### src/rtl/alu_pkg.sv
// Shared ALU opcode encodings and the arbiter FSM state type.
package alu_pkg;

  localparam logic [3:0] ALU_AND = 4'b0000;
  localparam logic [3:0] ALU_OR  = 4'b0001;
  localparam logic [3:0] ALU_ADD = 4'b0010;
  localparam logic [3:0] ALU_SUB = 4'b0011;
  localparam logic [3:0] ALU_XOR = 4'b0110;
  localparam logic [3:0] ALU_EQ  = 4'b1000;

  typedef enum logic [1:0] {
    ST_IDLE = 2'd0,
    ST_EXEC = 2'd1,
    ST_RESP = 2'd2
  } arb_state_e;

endpackage

### src/rtl/alu.sv
// Combinational ALU; unsupported opcodes yield zero, ADD/SUB wrap silently.
module alu
  import alu_pkg::*;
#(
  parameter int DATA_WIDTH    = 32,
  parameter int OPCODE_LENGTH = 4
) (
  input  logic [DATA_WIDTH-1:0]    srca_i,
  input  logic [DATA_WIDTH-1:0]    srcb_i,
  input  logic [OPCODE_LENGTH-1:0] op_i,
  output logic [DATA_WIDTH-1:0]    result_o
);

  always_comb begin
    result_o = '0;
    case (op_i)
      OPCODE_LENGTH'(ALU_AND): result_o = srca_i & srcb_i;
      OPCODE_LENGTH'(ALU_OR):  result_o = srca_i | srcb_i;
      OPCODE_LENGTH'(ALU_ADD): result_o = srca_i + srcb_i;
      OPCODE_LENGTH'(ALU_SUB): result_o = srca_i - srcb_i;
      OPCODE_LENGTH'(ALU_XOR): result_o = srca_i ^ srcb_i;
      OPCODE_LENGTH'(ALU_EQ):  result_o = DATA_WIDTH'(srca_i == srcb_i);
      default:                 result_o = '0;
    endcase
  end

endmodule

### src/rtl/alu_arbiter.sv
// Round-robin arbiter sharing one ALU between two requesters via an
// IDLE -> EXEC -> RESP handshake FSM.
module alu_arbiter
  import alu_pkg::*;
#(
  parameter int DATA_WIDTH    = 32,
  parameter int OPCODE_LENGTH = 4
) (
  input  logic                     clk,
  input  logic                     reset,
  input  logic                     req0_valid,
  output logic                     req0_ready,
  input  logic [DATA_WIDTH-1:0]    req0_srca,
  input  logic [DATA_WIDTH-1:0]    req0_srcb,
  input  logic [OPCODE_LENGTH-1:0] req0_op,
  input  logic                     req1_valid,
  output logic                     req1_ready,
  input  logic [DATA_WIDTH-1:0]    req1_srca,
  input  logic [DATA_WIDTH-1:0]    req1_srcb,
  input  logic [OPCODE_LENGTH-1:0] req1_op,
  output logic                     rsp_valid,
  input  logic                     rsp_ready,
  output logic                     rsp_id,
  output logic [DATA_WIDTH-1:0]    rsp_result
);

  arb_state_e                state_q, state_d;
  logic                      last_q, last_d;
  logic                      id_q, id_d;
  logic [DATA_WIDTH-1:0]     srca_q, srca_d;
  logic [DATA_WIDTH-1:0]     srcb_q, srcb_d;
  logic [OPCODE_LENGTH-1:0]  op_q, op_d;
  logic                      rsp_valid_q, rsp_valid_d;
  logic                      rsp_id_q, rsp_id_d;
  logic [DATA_WIDTH-1:0]     rsp_result_q, rsp_result_d;
  logic [DATA_WIDTH-1:0]     alu_result;
  logic                      any_valid;
  logic                      grant1;

  alu #(
    .DATA_WIDTH    (DATA_WIDTH),
    .OPCODE_LENGTH (OPCODE_LENGTH)
  ) u_alu (
    .srca_i   (srca_q),
    .srcb_i   (srcb_q),
    .op_i     (op_q),
    .result_o (alu_result)
  );

  // Requester 1 wins when it is alone, or on contention if 0 was granted last.
  assign any_valid = req0_valid | req1_valid;
  assign grant1    = req1_valid & (~req0_valid | ~last_q);

  always_comb begin
    state_d      = state_q;
    last_d       = last_q;
    id_d         = id_q;
    srca_d       = srca_q;
    srcb_d       = srcb_q;
    op_d         = op_q;
    rsp_valid_d  = rsp_valid_q;
    rsp_id_d     = rsp_id_q;
    rsp_result_d = rsp_result_q;
    req0_ready   = 1'b0;
    req1_ready   = 1'b0;
    case (state_q)
      ST_IDLE: begin
        if (any_valid && !reset) begin
          req0_ready = ~grant1;
          req1_ready = grant1;
          id_d       = grant1;
          last_d     = grant1;
          srca_d     = grant1 ? req1_srca : req0_srca;
          srcb_d     = grant1 ? req1_srcb : req0_srcb;
          op_d       = grant1 ? req1_op   : req0_op;
          state_d    = ST_EXEC;
        end
      end
      ST_EXEC: begin
        rsp_result_d = alu_result;
        rsp_id_d     = id_q;
        rsp_valid_d  = 1'b1;
        state_d      = ST_RESP;
      end
      ST_RESP: begin
        if (rsp_ready) begin
          rsp_valid_d = 1'b0;
          state_d     = ST_IDLE;
        end
      end
      default: state_d = ST_IDLE;
    endcase
  end

  always_ff @(posedge clk or posedge reset) begin
    if (reset) begin
      state_q      <= ST_IDLE;
      last_q       <= 1'b1;
      id_q         <= 1'b0;
      srca_q       <= '0;
      srcb_q       <= '0;
      op_q         <= '0;
      rsp_valid_q  <= 1'b0;
      rsp_id_q     <= 1'b0;
      rsp_result_q <= '0;
    end else begin
      state_q      <= state_d;
      last_q       <= last_d;
      id_q         <= id_d;
      srca_q       <= srca_d;
      srcb_q       <= srcb_d;
      op_q         <= op_d;
      rsp_valid_q  <= rsp_valid_d;
      rsp_id_q     <= rsp_id_d;
      rsp_result_q <= rsp_result_d;
    end
  end

  assign rsp_valid  = rsp_valid_q;
  assign rsp_id     = rsp_id_q;
  assign rsp_result = rsp_result_q;

endmodule

### config.mk
export PLATFORM = sky130hd
export DESIGN_NAME = alu_arbiter
export DESIGN_NICKNAME = d
export VERILOG_FILES = /design/src/rtl/alu_pkg.sv /design/src/rtl/alu.sv /design/src/rtl/alu_arbiter.sv
export SDC_FILE = /design/constraint.sdc
export NUM_CORES = 1
export LEC_CHECK = 0
export ABC_AREA = 1
export CORE_MARGIN = 2
export CORE_UTILIZATION = 50
export CTS_CLUSTER_DIAMETER = 200
export DETAILED_ROUTE_END_ITERATION = 10
export PLACE_DENSITY = 0.79
export SETUP_SLACK_MARGIN = 0.3
export SYNTH_ARGS = -nofsm -noshare
export SYNTH_HDL_FRONTEND = slang
export SYNTH_SLANG_ARGS = --single-unit
export TNS_END_PERCENT = 5
### constraint.sdc
create_clock -name clk -period 5.7 [get_ports clk]
set_clock_uncertainty 0.05 [all_clocks]
set_input_delay 1.14 -clock clk [delete_from_list [all_inputs] [get_ports clk]]
set_output_delay 1.14 -clock clk [all_outputs]
set_load 0.005 [all_outputs]
Word-level counts from Yosys, hierarchy flattened --
Index checks and enable logic that the tools add are counted.
Storage, ports and cells: output and inout bits 36, register bits after elaboration 106, input port bits 141, word-level logic and storage cells 51
Cells by class: eq/ne operators 10, add/subtract/negate cells 2, multiplexer cells 13, bitwise operators 9, reduce and logical (&&, ||, !) cells 8
Operators with widths (count):
- 32-bit one-hot mux with 6 select lines | 1
- 32-bit 2-to-1 mux | 2
- 32-bit adder | 1
- 32-bit bitwise AND | 1
- 32-bit equality test | 1
- 32-bit bitwise OR | 1
- 32-bit subtractor | 1
- 32-bit XOR | 1
- 4-bit by 2-bit equality test with 1-bit output, second input constant | 2
- 2-bit one-hot mux with 3 select lines | 1
- 2-bit AND reduction | 3
- 1-bit 2-to-1 mux | 5
- 4-bit by 1-bit equality test with 1-bit output, second input constant | 1
- 4-bit by 3-bit equality test with 1-bit output, second input constant | 1
- 4-bit equality test, second input constant | 1
- 4-bit logical NOT | 1
- 2-bit 2-to-1 mux | 2
- 4-bit 2-to-1 mux | 1
- 2-bit != test, second input constant | 2
- 1-bit NOT | 3
- 2-bit by 1-bit equality test with 1-bit output, second input constant | 1
- 2-bit equality test, second input constant | 1
- 2-bit logical NOT | 1
- 1-bit bitwise OR | 2
- other kinds (5) | 5

Depth between registers and ports, before layout --
Gate-level depths: netlist (run 1).
depth after elaboration 6, depth in mapped cells 17, gate-level depth less buffers 16

Hierarchy --
Synthesis (run 1) repeated with hierarchy kept, for this count alone.
Second synthesis, totals: cells, all modules 1948, area, all modules 11259.5 µm²
Modules (own cells, without submodules):
- alu | seq. area each 0.0 µm², area each 6251.0 µm², instances 1, cells an instance 1267
- alu_arbiter | seq. area each 2653.8 µm², area each 5008.6 µm², instances 1, cells an instance 681

Worst setup path after synthesis (run 1) --
OpenSTA, ideal clock, no wires.
path type input to output, start input reset, end output req1_ready, setup slack -0.026 ns, cell stages on the path 6, buffers on the path 1, data required time 4.510 ns, arrival 4.536 ns, path through inv_1 > o21ai_0 > nor2_2 > inv_2 > nor2_2 > buf_2
On the way: word-level cells in the longest chain between the ends 4
Ends and longest elaborated chain:
- start, declared | RTL line alu_arbiter.sv:10 | input logic reset,
- 1-bit logical NOT (no source line)
- 1-bit logical AND | RTL line alu_arbiter.sv:68 | if (any_valid && !reset) begin
- 1-bit 2-to-1 mux | RTL line alu_arbiter.sv:68
- 1-bit 2-to-1 mux | RTL line alu_arbiter.sv:66 | case (state_q)
- end, declared | RTL line alu_arbiter.sv:17 | output logic req1_ready,
Every way passes these cells.

Worst setup path in the final report (run 1) --
start input reset, end output req0_ready
On the way: word-level cells in the longest chain between the ends 4
Ends and longest elaborated chain:
- 1-bit logical NOT (no source line)
- 1-bit logical AND | RTL line alu_arbiter.sv:68
- 1-bit 2-to-1 mux | RTL line alu_arbiter.sv:68
- 1-bit 2-to-1 mux | RTL line alu_arbiter.sv:66
- end, declared | RTL line alu_arbiter.sv:12 | output logic req0_ready,
Every way passes these cells.

==> impl_metrics.tcl, run 1 <==
set metrics [dict create \
    status "finished, final reports clean" \
    netlist_instances 1721 \
    dr.pass1.iters 6 \
    cts_inserted_buffers 9 \
    start_util 0.505 \
    cp_data_required_time_ns 4.51 \
    pwr-share-seq 0.172 \
    synth-seq-cells 106 \
    async_reset_ff_frac 1.00 \
    final_util 0.610 \
    placed_cell_area_sq_um 12400 \
    cts_tree "done" \
    power_per_cell_area_nw_per_um2 585 \
    grt_pass1_vias 10875 \
    worstPathArrival_ns 3.10 \
    grt_max_degree 70 \
    setup_viol 0 \
    ioPinCount 177 \
    rsz0062_at_grt "no" \
    vdd_drop_max_uv 261 \
    pwr-share-clk 0.086 \
    cts.sinks 106 \
    num_rows 53 \
    total_leakage_power_nw 6.61 \
    fp.dieH_um 149 \
    postCtsResizedCells 0 \
    synth-edff-count 0 \
    netlist-cell-type-count 34 \
    groute.usage.overall 0.339 \
    synth-seq-area-share 0.252 \
    gp_congestion 0.962 \
    critPathLaunchType "primary input" \
    synth_common_cells "nand2_1, inv_1, nand3_1" \
    slew_viol_final 0 \
    clk_path_buf_depth 2 \
    r2r-start "op_q[0]" \
    max_freq_ghz 0.233 \
    switching_share 0.589 \
    crit_fanout 38 \
    yosysTopAreaCellShare 0.250 \
    holdPathStages 1 \
    finalCriticalPeriod_ns 4.29 \
    synth-main-ff-cell "dfrtp_1" \
    core_sq_um 20800 \
    worst_hold_startpoint "rsp_result[5]" \
    syn_area_sq_um 10500 \
    wl_mm 37.4 \
    grt-ovfl-total 0 \
    detail-route-antenna-nets 0 \
    worst_setup_path_end_kind "output pin" \
    max-slew-margin-rel 0.279 \
    antenna_found_initial 0 \
    antenna_cells 0 \
    die_area_sq_um 22200 \
    synth_nets 1964 \
    critPathKind "in2out" \
    drtIter0Drc 887 \
    ctsHoldBuffers 0 \
    avgViaCountPerCell 5.38 \
    num_vias 11475 \
    post-route-drc-count 0 \
    rrSetupSlack_ns 2.44 \
    p_switching_mw 4.37 \
    internal_power_mw 3.05 \
    final_nets 2097 \
    r2r_end "rsp_result[25]" \
    min_period_over_period 0.752 \
    grt_pass1_wl_mm 58.4 \
    combPwrFrac 0.741 \
    worst-r2r-cell-count 9 \
    cts_root_buffer "clkbuf_16" \
    clkTransAtPathRegs_ns 0.08 \
    wl_per_cell_um 17.5 \
    yosys_warnings 0 \
    htreeDepth 3 \
    worst_skew_pair.late_latency_ns 0.37 \
    setup-tns-final_ns 0 \
    synthToLayoutAreaGrowth_pct 20.7 \
    post-synth-top-count-cell "nand2_1" \
    hold_class "reg2reg" \
    post_cts_buffers 0 \
    die_w_um 149 \
    drv_cap 0 \
    fin_area_sq_um 12700 \
    post-dp-hpwl_mm 29.2 \
    hold_end "rsp_result[5]" \
    final-hold-violation-count 0 \
    tightest_slew_ns 1.08 \
    port_buffers 176 \
    drive_gt1_frac 0.0274 \
    synth_area_per_cell_sq_um 6.11 \
    synth_top_area_cell "dfrtp_1" \
    yosys-top-cells-area "dfrtp_1, nand2_1, ha_1, inv_1, nand3_1" \
]
## through the flow
stage	worst slack, ns	hold WS, ns	cells	total power, mW
2_1_floorplan	1.10	0.422	1721	4.91
3_3_place_gp	1.45	0.408	2118	6.56
3_5_place_dp	1.41	0.414	2118	6.63
4_1_cts	1.39	0.434	2134	7.30
5_1_grt	1.30	0.450	2134	8.09
6_report	1.41	0.432	2134	7.42
## cell families (layout without fill, tap and decap cells)
kind of cell / Yosys count / in the layout / synth area share
AOI/OAI and AO/OA: 243 / 243 / 0.140
adders and majority gates: 102 / 102 / 0.123
buffers and inverters: 374 / 512 / 0.141
DFF: 106 / 106 / 0.252
and+or+nand+nor: 896 / 896 / 0.344
## power by group through the flow
stage	sequential, mW	combinational (mW)	clock [mW]
6_report	1.28	5.50	0.642
3_5_place_dp	1.28	5.35	0
3_3_place_gp	1.27	5.29	0
2_1_floorplan	1.24	3.67	0
4_1_cts	1.28	5.38	0.648
5_1_grt	1.32	6.10	0.672
## worst max-delay path by stage
stage          start         end  depth (start not counted)
2_1_floorplan  reset  req0_ready                          6
3_3_place_gp   reset  req0_ready                          8
3_5_place_dp   reset  req0_ready                          8
4_1_cts        reset  req0_ready                          8
5_1_grt        reset  req0_ready                          8
6_report       reset  req0_ready                          8
## final cells by class
type | count | area (sq um)
tap | 275 | 344
multi-input combinational | 1241 | 6410
inverter | 310 | 1170
timing repair buffer | 186 | 1840
clock inverter | 6 | 56.3
sequential | 106 | 2650
fill | 2040 | 8130
clock buffer | 10 | 229
## critical path, stage by stage
cell             delay [ns]
clkdlybuf4s50_1        0.44
clkinvlp_4             0.11
o21ai_0                0.14
nor2_4                 0.12
buf_4                  0.38
nand2_1                0.17
inv_2                  0.09
clkdlybuf4s50_1        0.50
## layout by cell type (no fill, tap or decap), types with 6 or more instances in the layout
master,instances
nand2_1,647
nor2_1,95
nand3_1,113
clkdlybuf4s50_1,176
nand4_1,10
a21oi_1,79
o211ai_1,71
ha_1,100
o21bai_1,6
o21ai_0,43
inv_2,9
o22ai_1,31
clkbuf_16,9
inv_1,300
dfrtp_1,105
buf_4,10
nor3_1,8
## registers in the layout (all words and copies together), names as in the netlist
register and count:
state_q 2, rsp_result 32, id_q 1, op_q 4, rsp_id 1, rsp_valid 1, srca_q 32, last_q 1
srcb_q 32
## layer usage
metal | share of wire | global-route usage
met4 | 0.029 | 0.116
met2 | 0.43 | 0.530
met3 | 0.079 | 0.0502
met1 | 0.46 | 0.479
met5 | 0 | 0
Note: power is estimated with default switching activity, not from simulation.
==> inputs of run 2 (changes only) <==
Settings changed: CORE_UTILIZATION 50 to 55, PLACE_DENSITY 0.79 to 0.82.
Clock period 5.7 ns to 4 ns, I/O delays scaled along.
==> impl_metrics.tcl, run 2 (synthesis results as in run 1) <==
set metrics [dict create \
    hold_end "rsp_result[9]" \
    rsz0062_at_grt "no" \
    holdWs_ns 0.433 \
    critPathKind "in2out" \
    clk_path_buf_depth 2 \
    setup_viol 0 \
    fp.dieH_um 142 \
    start_util 0.561 \
    grt_pass1_vias 11155 \
    ctsHoldBuffers 0 \
    pwr-share-seq 0.170 \
    tightest_slew_ns 1.13 \
    fin_ws_ns 0.693 \
    worst-r2r-cell-count 9 \
    post-route-drc-count 0 \
    vdd_drop_max_uv 393 \
    final_util 0.677 \
    final_nets 2101 \
    finalCriticalPeriod_ns 3.31 \
    slew_viol_final 0 \
    dr.pass1.iters 9 \
    grt_busiest_layer "met2" \
    die_area_sq_um 20300 \
    post-place-ws_ns 0.725 \
    cp_data_required_time_ns 3.15 \
    post_cts_buffers 0 \
    layout_common_cells "nand2_1, inv_1, clkdlybuf4s50_1, nand3_1, dfrtp_1" \
    holdPathStages 2 \
    worst_skew_pair.late_latency_ns 0.37 \
    met2_usage 0.614 \
    pwr-share-clk 0.093 \
    synthToLayoutAreaGrowth_pct 20.8 \
    cts_tree "done" \
    grt-ovfl-total 0 \
    placed_cell_area_sq_um 12400 \
    hold_class "reg2reg" \
    antenna_cells 0 \
    critPathLaunchType "primary input" \
    cts.sinks 106 \
    core_sq_um 18800 \
    cts_root_buffer "clkbuf_16" \
    groute.usage.overall 0.376 \
    wl_per_cell_um 18.2 \
    num_rows 50 \
    power_per_cell_area_nw_per_um2 842 \
    switching_share 0.586 \
    grt_use_met1 0.504 \
    htreeDepth 3 \
    r2r-start "op_q[2]" \
    met3_usage 0.0750 \
    r2r_end "rsp_result[14]" \
    grt_max_degree 70 \
    rrSetupSlack_ns 1.18 \
    gp_congestion 0.962 \
    die_w_um 142 \
    drive_gt1_frac 0.0301 \
    combPwrFrac 0.737 \
    antenna_found_initial 1 \
    internal_power_mw 4.43 \
    clkTransAtPathRegs_ns 0.09 \
    max_freq_ghz 0.302 \
    total_leakage_power_nw 6.65 \
    dp_cells 2081 \
    avgViaCountPerCell 5.61 \
    postCtsResizedCells 0 \
    p_switching_mw 6.27 \
    post-dp-hpwl_mm 29.7 \
    worst_hold_startpoint "rsp_result[9]" \
    setup-tns-final_ns 0 \
    crit_fanout 4 \
    min_period_over_period 0.827 \
    final-hold-violation-count 0 \
    total_power_mw 10.7 \
    status "finished, final reports clean" \
    port_buffers 176 \
    drtIter0Drc 1234 \
    wl_mm 38.3 \
    worstPathArrival_ns 2.46 \
    max-slew-margin-rel 0.243 \
    fin_area_sq_um 12700 \
    cts_inserted_buffers 9 \
    detail-route-antenna-nets 0 \
    layout.cells.non_filler 2097 \
    ioPinCount 177 \
    final_common_cell "nand2_1" \
    drv_cap 0 \
    grt_pass1_wl_mm 58.8 \
    num_vias 11758 \
    worst_setup_path_end_kind "output pin" \
]
## run 2: changes by cell type in the layout (fill, tap and decap cells not counted), sizes merged
cell / change
inv: -1
buf: +4
clkbuf: -1
clkinv: +2
clkinvlp: -1
bufinv: +1
## run 2: per-layer routing
metal  routed length (um)  share of wire  vias to the layer above
met2                17100           0.45                      643
met4                 1010          0.026                        0
li1                     -              -                     5659
met3                 4010           0.10                       78
met5                    0              0                        -
met1                16100           0.42                     5378
## run 2: critical path: stages
cell and delay (ns):
clkdlybuf4s50_1 0.50, clkinvlp_4 0.12, o21ai_0 0.15, nor2_4 0.19, nand2_1 0.10, inv_2 0.08
clkdlybuf4s50_1 0.51
## run 2: power groups by stage
stage,clock network [mW],registers [mW],logic [mW]
6_report,0.994,1.82,7.88
5_1_grt,1.03,1.87,8.66
2_1_floorplan,0,1.77,5.23
3_5_place_dp,0,1.83,7.58
3_3_place_gp,0,1.80,7.46
4_1_cts,0.989,1.82,7.63
## run 2: how the worst max path moves through the flow
stage          start          to  slack, ns
5_1_grt        reset  req0_ready       0.66
3_3_place_gp   reset  req0_ready       0.77
6_report       reset  req0_ready       0.69
2_1_floorplan  reset  req0_ready       0.09
3_5_place_dp   reset  req0_ready       0.72
4_1_cts        reset  req0_ready       0.72
## run 2: final cells by class
cell class / count / area [sq um]
inverters: 310 / 1170
flip-flops and latches: 106 / 2650
clock inverters: 7 / 95.1
multi-input cells: 1241 / 6410
well taps: 234 / 293
repair buffers: 190 / 1870
clock buffers: 9 / 225
fillers: 1681 / 6060
==> inputs of run 3 (changes only) <==
Clock period 4 ns to 3.2 ns, I/O delays scaled along.
==> impl_metrics.tcl, run 3 (synthesis results as in run 1) <==
set metrics [dict create \
    status "finished, final reports clean" \
    holdPathStages 2 \
    finalCriticalPeriod_ns 2.79 \
    num_vias 11766 \
    cts_root_buffer "clkbuf_16" \
    pwr-share-seq 0.172 \
    max_freq_ghz 0.358 \
    pwr-share-clk 0.086 \
    post_cts_buffers 0 \
    worst-r2r-cell-count 13 \
    start_util 0.561 \
    ctsHoldBuffers 0 \
    critPathLaunchType "primary input" \
    wl_mm 38.4 \
    rrSetupSlack_ns 0.42 \
    r2r_end "rsp_result[12]" \
    final_nets 2102 \
    ioPinCount 177 \
    dr.pass1.iters 6 \
    cp_data_required_time_ns 2.51 \
    post-place-ws_ns 0.323 \
    grt_pass1_wl_mm 59.4 \
    crit_chain "clkdlybuf4s50_1 > clkinvlp_4 > o21ai_1 > nor2_4 > nand2_1 > inv_2 > clkdlybuf4s50_1" \
    dp_cells 2082 \
    groute.usage.overall 0.380 \
    layout.cells.non_filler 2099 \
    crit_top_cell "clkdlybuf4s50_1" \
    hold_end "rsp_result[9]" \
    p_switching_mw 7.86 \
    avgViaCountPerCell 5.61 \
    post-route-drc-count 0 \
    tightest_slew_ns 0.782 \
    grt_use_met1 0.509 \
    setup_viol 0 \
    drv_cap 0 \
    min_period_over_period 0.872 \
    holdWs_ns 0.432 \
    critPathKind "in2out" \
    num_rows 50 \
    max-slew-margin-rel 0.478 \
    grt_max_degree 70 \
    hold_class "reg2reg" \
    internal_power_mw 5.44 \
    vdd_drop_max_uv 565 \
    detail-route-antenna-nets 0 \
    grt_pass1_vias 11130 \
    post-dp-hpwl_mm 30.2 \
    worstPathArrival_ns 2.10 \
    layout_common_cells "nand2_1, inv_1, clkdlybuf4s50_1, nand3_1, dfrtp_1" \
    total_leakage_power_nw 6.64 \
    combPwrFrac 0.742 \
    switching_share 0.591 \
    worst_hold_startpoint "rsp_result[9]" \
    slew_viol_final 0 \
    power_per_cell_area_nw_per_um2 1050 \
    nFillCells 1657 \
    gp_congestion 1.03 \
    antenna_found_initial 1 \
    drtIter0Drc 1080 \
    port_buffers 176 \
    synthToLayoutAreaGrowth_pct 20.5 \
    rsz0062_at_grt "no" \
    crit_fanout 4 \
    core_sq_um 18800 \
    grt_busiest_layer "met2" \
    cts_inserted_buffers 9 \
    worst_setup_path_end_kind "output pin" \
    worst_skew_pair.late_latency_ns 0.37 \
    met2_usage 0.608 \
    die_area_sq_um 20300 \
    grt-ovfl-total 0 \
    wl_per_cell_um 18.3 \
    final_common_cell "nand2_1" \
    fin_ws_ns 0.408 \
    slowest_delay_ns 0.51 \
    cts_tree "done" \
    die_w_um 142 \
    r2r-start "srca_q[0]" \
    met3_usage 0.0774 \
    drive_gt1_frac 0.0295 \
    clk_path_buf_depth 2 \
    clkTransAtPathRegs_ns 0.08 \
    htreeDepth 3 \
    fp.dieH_um 142 \
    startpoint "reset" \
    final-hold-violation-count 0 \
    slowest_stage "clkdlybuf4s50_1" \
    cts.sinks 106 \
]
[run 3: changes by cell type in the layout (fill, tap and decap cells not counted), sizes merged]
cell	delta
buf	+1
bufinv	-1
clkbuf	+1
clkinv	+3
diode	+1
inv	-3
[run 3: critical path: cells and delay by family]
family          cells  cell delay [ns]
simple gates        2             0.24
buf+inv             4             1.12
compound gates      1             0.10
[run 3: what timing repair did]
action	in CTS	in global routing
endpoints found under the setup margin	0	2
hold endpoints to repair	0	0
gates resized for setup	0	1
[run 3: per-layer routing]
layer	vias up	routed length [um]
li1	5649	-
met2	639	17100
met5	-	0
met1	5378	16300
met4	0	1290
met3	100	3690
[run 3: final cells by class]
class                      count  area [sq um]  share of cell area
multi-input combinational   1241          6400               0.505
sequential                   106          2650               0.209
timing repair buffer         191          1870               0.148
inverter                     310          1170              0.0920
tap                          234           293              0.0231
clock buffer                  10           229              0.0181
clock inverter                 6          62.6             0.00493
antenna                        1          2.50            0.000197
[run 3: power groups by stage]
| stage | sequential (mW) | clock, mW | combinational [mW] |
|---|---|---|---|
| final | 2.29 | 1.15 | 9.86 |
| after global routing | 2.35 | 1.19 | 10.8 |
| after global placement | 2.25 | 0 | 9.36 |
| after detailed placement | 2.29 | 0 | 9.49 |
| after floorplan | 2.21 | 0 | 6.54 |
| after CTS | 2.27 | 1.15 | 9.57 |
[run 3: stage by stage]
stage	utilization	area [sq um]	power, mW	TNS [ns]
finish	0.676	12700	13.3	0
global route	0.676	12700	14.4	0
CTS	0.676	12700	13.0	0
detailed placement	0.660	12400	11.8	0
global placement	0.660	12400	11.6	0
floorplan	-	10500	8.74	-4.23
[run 3: worst max path at each step]
stage / end / slack [ns]
global placement: req0_ready / 0.40
detailed placement: req0_ready / 0.32
finish: req0_ready / 0.41
floorplan: req0_ready / -0.39
global route: rsp_result[12] / 0.31
CTS: req0_ready / 0.31
